<file path="src/rtl/systolic_pkg.sv">
// systolic_pkg: shared state encoding and sizing helpers for the systolic array controller.
package systolic_pkg;
    typedef enum logic [1:0] {IDLE, CLEAR, FEED, DRAIN} state_t;

    function automatic int acc_w(input int width, input int n);
        return 2 * width + $clog2(n);
    endfunction

    function automatic int drain_cyc(input int n);
        return 2 * n - 1;
    endfunction

    function automatic int cnt_w(input int n);
        return $clog2(2 * n);
    endfunction
endpackage

</file>
<file path="src/rtl/systolic_array_ctrl_if.sv">
// systolic_array_ctrl_if: job handshake, operand beat stream and array edge drive.
interface systolic_array_ctrl_if #(
    parameter int WIDTH      = 8,
    parameter int ARRAY_SIZE = 4
);
    logic                        start, busy, done, in_valid, in_ready, pe_rst;
    logic [ARRAY_SIZE*WIDTH-1:0] in_a, in_b, left_out, up_out;

    modport master (
        output start, in_valid, in_a, in_b,
        input  busy, done, in_ready, left_out, up_out, pe_rst
    );

    modport slave (
        input  start, in_valid, in_a, in_b,
        output busy, done, in_ready, left_out, up_out, pe_rst
    );
endinterface

</file>
<file path="src/rtl/skew_delay_line.sv">
// skew_delay_line: DEPTH-stage shift register with synchronous clear; DEPTH 1 is a plain output register.
module skew_delay_line #(
    parameter int WIDTH = 8,
    parameter int DEPTH = 1
) (
    input  logic             clk,
    input  logic             rst,
    input  logic             clr,
    input  logic [WIDTH-1:0] d,
    output logic [WIDTH-1:0] q
);
    logic [WIDTH-1:0] sr [DEPTH];

    always_ff @(posedge clk) begin
        if (rst || clr) begin
            sr <= '{default: '0};
        end else begin
            sr[0] <= d;
            for (int t = 1; t < DEPTH; t++) sr[t] <= sr[t-1];
        end
    end

    assign q = sr[DEPTH-1];
endmodule

</file>
<file path="src/rtl/systolic_array_ctrl.sv">
// systolic_array_ctrl: job sequencer and diagonal operand skew for an N x N output-stationary systolic array.
module systolic_array_ctrl
    import systolic_pkg::*;
#(
    parameter int WIDTH      = 8,
    parameter int ARRAY_SIZE = 4
) (
    input logic                  clk,
    input logic                  rst,
    systolic_array_ctrl_if.slave bus
);
    localparam int N  = ARRAY_SIZE;
    localparam int CW = cnt_w(N);
    localparam logic [CW-1:0] K_LAST = CW'(N - 1);
    localparam logic [CW-1:0] D_LAST = CW'(drain_cyc(N));

    state_t            state, next;
    logic [CW-1:0]     k, dcnt;
    logic              in_ready, fire, clr;
    logic [N*WIDTH-1:0] a_d, b_d, left, up;

    always_ff @(posedge clk) begin
        if (rst) state <= IDLE;
        else state <= next;
    end

    always_ff @(posedge clk) begin
        if (rst || state == CLEAR) k <= '0;
        else if (fire) k <= k + 1'b1;
    end

    // The last drain count doubles as the done cycle, after which all PEs hold final sums.
    always_ff @(posedge clk) begin
        if (rst || state != DRAIN) dcnt <= '0;
        else dcnt <= dcnt + 1'b1;
    end

    always_comb begin
        next = state;
        unique case (state)
            IDLE:    next = bus.start ? CLEAR : IDLE;
            CLEAR:   next = FEED;
            FEED:    next = (fire && k == K_LAST) ? DRAIN : FEED;
            DRAIN:   next = (dcnt == D_LAST) ? IDLE : DRAIN;
            default: next = IDLE;
        endcase
    end

    // Non-handshake cycles push zero slices so the skew stays aligned and sums are unaffected.
    always_comb begin
        in_ready = state == FEED;
        fire     = bus.in_valid && in_ready;
        clr      = state == CLEAR;
        a_d      = fire ? bus.in_a : '0;
        b_d      = fire ? bus.in_b : '0;
    end

    assign bus.in_ready = in_ready;
    assign bus.busy     = state != IDLE;
    assign bus.done     = state == DRAIN && dcnt == D_LAST;
    assign bus.pe_rst   = rst || clr;
    assign bus.left_out = left;
    assign bus.up_out   = up;

    for (genvar i = 0; i < N; i++) begin : g_lane
        skew_delay_line #(.WIDTH(WIDTH), .DEPTH(i + 1)) u_a (
            .clk(clk), .rst(rst), .clr(clr),
            .d(a_d[i*WIDTH +: WIDTH]), .q(left[i*WIDTH +: WIDTH])
        );
        skew_delay_line #(.WIDTH(WIDTH), .DEPTH(i + 1)) u_b (
            .clk(clk), .rst(rst), .clr(clr),
            .d(b_d[i*WIDTH +: WIDTH]), .q(up[i*WIDTH +: WIDTH])
        );
    end
endmodule

</file>
<file path="src/flat_wrapper.sv">
// flat-port wrapper written by rule: the top's interface ports become plain ports
module systolic_array_ctrl_flat import systolic_pkg::*;
#(
    parameter int WIDTH      = 8,
    parameter int ARRAY_SIZE = 4
)
  (clk, rst, bus_start, bus_in_valid, bus_in_a, bus_in_b, bus_busy, bus_done, bus_in_ready, bus_left_out, bus_up_out, bus_pe_rst);
  systolic_array_ctrl_if #(.WIDTH(WIDTH), .ARRAY_SIZE(ARRAY_SIZE)) bus_i ();
  input logic clk;
  input logic rst;
  input wire logic [$bits(bus_i.start)-1:0] bus_start;
  input wire logic [$bits(bus_i.in_valid)-1:0] bus_in_valid;
  input wire logic [$bits(bus_i.in_a)-1:0] bus_in_a;
  input wire logic [$bits(bus_i.in_b)-1:0] bus_in_b;
  output wire logic [$bits(bus_i.busy)-1:0] bus_busy;
  output wire logic [$bits(bus_i.done)-1:0] bus_done;
  output wire logic [$bits(bus_i.in_ready)-1:0] bus_in_ready;
  output wire logic [$bits(bus_i.left_out)-1:0] bus_left_out;
  output wire logic [$bits(bus_i.up_out)-1:0] bus_up_out;
  output wire logic [$bits(bus_i.pe_rst)-1:0] bus_pe_rst;
  assign bus_i.start = bus_start;
  assign bus_i.in_valid = bus_in_valid;
  assign bus_i.in_a = bus_in_a;
  assign bus_i.in_b = bus_in_b;
  assign bus_busy = bus_i.busy;
  assign bus_done = bus_i.done;
  assign bus_in_ready = bus_i.in_ready;
  assign bus_left_out = bus_i.left_out;
  assign bus_up_out = bus_i.up_out;
  assign bus_pe_rst = bus_i.pe_rst;
  systolic_array_ctrl #(.WIDTH(WIDTH), .ARRAY_SIZE(ARRAY_SIZE)) u_core (.clk(clk), .rst(rst), .bus(bus_i));
endmodule
</file>
<file path="config.mk">
export PLATFORM = sky130hd
export DESIGN_NAME = systolic_array_ctrl_flat
export DESIGN_NICKNAME = d
export VERILOG_FILES = /design/src/rtl/systolic_pkg.sv /design/src/rtl/systolic_array_ctrl_if.sv /design/src/rtl/skew_delay_line.sv /design/src/rtl/systolic_array_ctrl.sv /design/src/flat_wrapper.sv
export SDC_FILE = /design/constraint.sdc
export NUM_CORES = 1
export LEC_CHECK = 0
export BUFFER_PORTS_ARGS = -buffer_cell sky130_fd_sc_hd__buf_2
export CORE_MARGIN = 5
export CORE_UTILIZATION = 40
export DETAILED_ROUTE_END_ITERATION = 10
export SLEW_MARGIN = 20
export SYNTH_ARGS = -nofsm -noshare
export SYNTH_HDL_FRONTEND = slang
export SYNTH_SLANG_ARGS = --single-unit
</file>
<file path="constraint.sdc">
create_clock -name clk -period 1.7 [get_ports clk]
set_clock_uncertainty 0.05 [all_clocks]
set_input_delay 0.17 -clock clk [delete_from_list [all_inputs] [get_ports clk]]
set_output_delay 0.17 -clock clk [all_outputs]
set_load 0.05 [all_outputs]
</file>
==> flow_metrics.tcl <==
set metrics [dict create \
    swShare_pct 19.05 \
    path_cells "ha_1, ha_2, and3_4, buf_8" \
    numPortBuffers 135 \
    avgSynthCellArea_um2 12.04 \
    clk_pin_slew_ns 0.06 \
    r2r_start "u_core.state[1]" \
    synth_warnings 0 \
    row_count 41 \
    area_delta_synth_final_pct 35.37 \
    synth_cells 423 \
    synth_ff_type "dfxtp_1" \
    tightest_slew_ns 0.3319 \
    post_drt_wl_per_cell_um 10.61 \
    slowest_stage "dfxtp_1" \
    drcViolationCount 0 \
    cp_top_family "adder cells" \
    power.switching_mw 1.606 \
    grt_pass1_wl_mm 12.90 \
    slowest_delay_ns 0.32 \
    rsz0062_at_grt "false" \
    cts_root_buf "clkbuf_16" \
    antenna_found_initial 0 \
    n_fill_cell 1013 \
    status "completed" \
    path_class "register to primary output" \
    coreArea_um2 12570 \
    hold_path_class "input pin to register" \
    synthArstFlopShare_pct 0 \
    gp_congestion 0.6975 \
    hold_violations 0 \
    crit_fanout 2 \
    drive_gt1_share_pct 33.84 \
    place_inst 671 \
    track_usage_pct 11.24 \
    r2r_slack_ns 0.24 \
    clock.fmax_mhz 608.3 \
    io-pin-count 136 \
    cts.sinks 168 \
    min_period_over_period_pct 96.71 \
    tns_ns 0 \
    drt_pass1_iterations 4 \
    clock_path_buffers 2 \
    grt-ovfl-total 0 \
    final_cells 769 \
    dp.final_hpwl_mm 4.872 \
    synth_edf_count 0 \
    ys_seq_area_share_pct 66.03 \
    max-vdd-ir-drop_v 0.0006670 \
    maxCapViolations 0 \
    nets 657 \
    end_kind "primary output" \
    startpoint "u_core.dcnt[0]" \
    cts.htree.levels 4 \
    cp.arrival_ns 1.42 \
    die_h_um 122.8 \
    die_x_um 122.8 \
    p_comb_share_pct 5.3 \
    clock_latency_ns 0.40 \
    syn_nets 495 \
    power_density_nw_per_um2 1222 \
    dr.first_iter.drc_count 129 \
    cp.required_ns 1.48 \
    start_util_pct 40.53 \
    dieArea_um2 15090 \
    min_from "bus_in_valid" \
    numCtsBuffers 17 \
    path_buf_inv 1 \
    ys_types 26 \
    seq_power_share_pct 47.5 \
    vias 2971 \
    synth_area_um2 5094 \
    first_global_vias 2828 \
    p_clk_share_pct 47.2 \
    leakage_nw 3.238 \
    ys_ff_latch 168 \
    post_drt_via_cell_ratio 3.863 \
    cts_tree "done" \
    postRouteAntennaNets 0 \
    period_minus_slack_ns 1.644 \
    grt_max_degree 65 \
    antenna_cells 0 \
    relSlewSlack_pct 77.87 \
    critPathLaunchType "register" \
    p_int_mw 6.823 \
    setup_viol 0 \
    totalWireLength_mm 8.160 \
    slew_viol_final 0 \
]
==> cell type report <==
| cell class | instances | area [um2] | area share [%] |
|---|---|---|---|
| Tap cell | 172 | 215.2 | 3.121 |
| Multi-Input combinational cell | 186 | 1249 | 18.11 |
| Clock inverter | 7 | 140.1 | 2.032 |
| Inverter | 5 | 18.77 | 0.2722 |
| Sequential cell | 168 | 3364 | 48.79 |
| Clock buffer | 24 | 491.7 | 7.131 |
| Timing Repair Buffer | 207 | 1416 | 20.54 |
==> repair_timing <==
action,4_1_cts,5_1_grt
gates resized for setup,5,2
pin swaps,1,0
endpoints found under the hold margin,66,0
endpoints found under the setup margin,2,2
setup buffers,1,0
hold buffers,65,0
==> worst paths after layout <==
path                                               endpoint  cells after the start
worst min register to register  u_core.g_lane[3].u_a.sr[22]                      1
worst min-delay path                        u_core.state[0]                      3
worst max-delay path                               bus_done                      4
worst max register to register   u_core.g_lane[2].u_b.sr[8]                      6
==> power groups by stage <==
stage          Clock, mW  Sequential [mW]  Combinational, mW
6_report            3.98             4.00              0.451
5_1_grt             4.25             4.00              0.492
4_1_cts             4.10             4.00              0.450
3_5_place_dp           0             4.09              0.330
3_3_place_gp           0             4.08              0.324
2_1_floorplan          0             4.11              0.189
==> sequential cells by signal (all words and copies together) (netlist names) <==
| name | cells |
|---|---|
| u_core.g_lane.u_a.sr | 48 |
| u_core.g_lane.u_b.sr | 48 |
| u_core.g_lane.u_a.q | 32 |
| u_core.g_lane.u_b.q | 32 |
| u_core.dcnt | 3 |
| u_core.k | 3 |
| u_core.state | 2 |
==> logic make-up (layout without fill, tap and decap cells) <==
kind of cell	count (synthesis)	after routing	synth area share [%]
compound gates	5	5	0.9826
xor+xnor	1	1	0.1720
buf+inv	69	243	9.580
fa+ha+maj	4	4	0.9826
flops	168	168	66.03
mux	1	1	0.1965
simple gates	175	175	22.06
==> cells in the mapped netlist (2+ instances only) <==
master | count | share of area (%)
and2_1 | 139 | 17
and2_2 | 23 | 3.4
buf_4 | 48 | 7.1
buf_8 | 3 | 0.88
clkbuf_1 | 6 | 0.44
clkbuf_2 | 6 | 0.59
dfxtp_1 | 168 | 66
ha_1 | 4 | 0.98
inv_1 | 3 | 0.22
inv_2 | 2 | 0.15
nand2_1 | 2 | 0.15
nor2_1 | 5 | 0.37
==> stage by stage <==
stage	instance area [um2]	util (%)	setup WS, ns	hold WS [ns]	power, mW
CTS	6872	54.67	0.003567	0.03161	8.549
global route	6895	54.86	0.009872	0.04506	8.745
detailed placement	5565	44.28	0.03697	0.3211	4.415
finish	6895	54.86	0.05596	0.05581	8.429
floorplan	5094	-	0.2953	0.1921	4.302
global placement	5565	44.28	0.07971	0.3186	4.409
==> tightest hold or removal path: cells and delay by family <==
kind / cells / cell delay, ns
compound gates: 1 / 0.08
buf+inv: 1 / 0.13
simple gates: 1 / 0.08
==> cell usage in the layout (no fill, tap or decap), drive strengths merged <==
master         n
xor2           1
and3           1
buf          142
a311oi         1
nand2b         1
and2         162
ha             4
clkbuf        24
inv            5
a21oi          2
a211oi         2
nor2           6
nand3          1
bufinv         4
dfxtp        168
nor3           1
mux2i          1
nand3b         1
clkinvlp       2
clkinv         1
nand2          2
dlygate4sd3   65
==> metal layers <==
| layer | global-route usage (%) | part of all wire, % | up-vias |
|---|---|---|---|
| li1 | - | - | 1559 |
| met1 | 11.26 | 40 | 1309 |
| met3 | 5.484 | 9.0 | 7 |
| met5 | 0 | 0 | - |
| met4 | 5.038 | 1.1 | 0 |
| met2 | 19.61 | 50 | 96 |
Note: power is estimated with default switching activity, not from simulation.
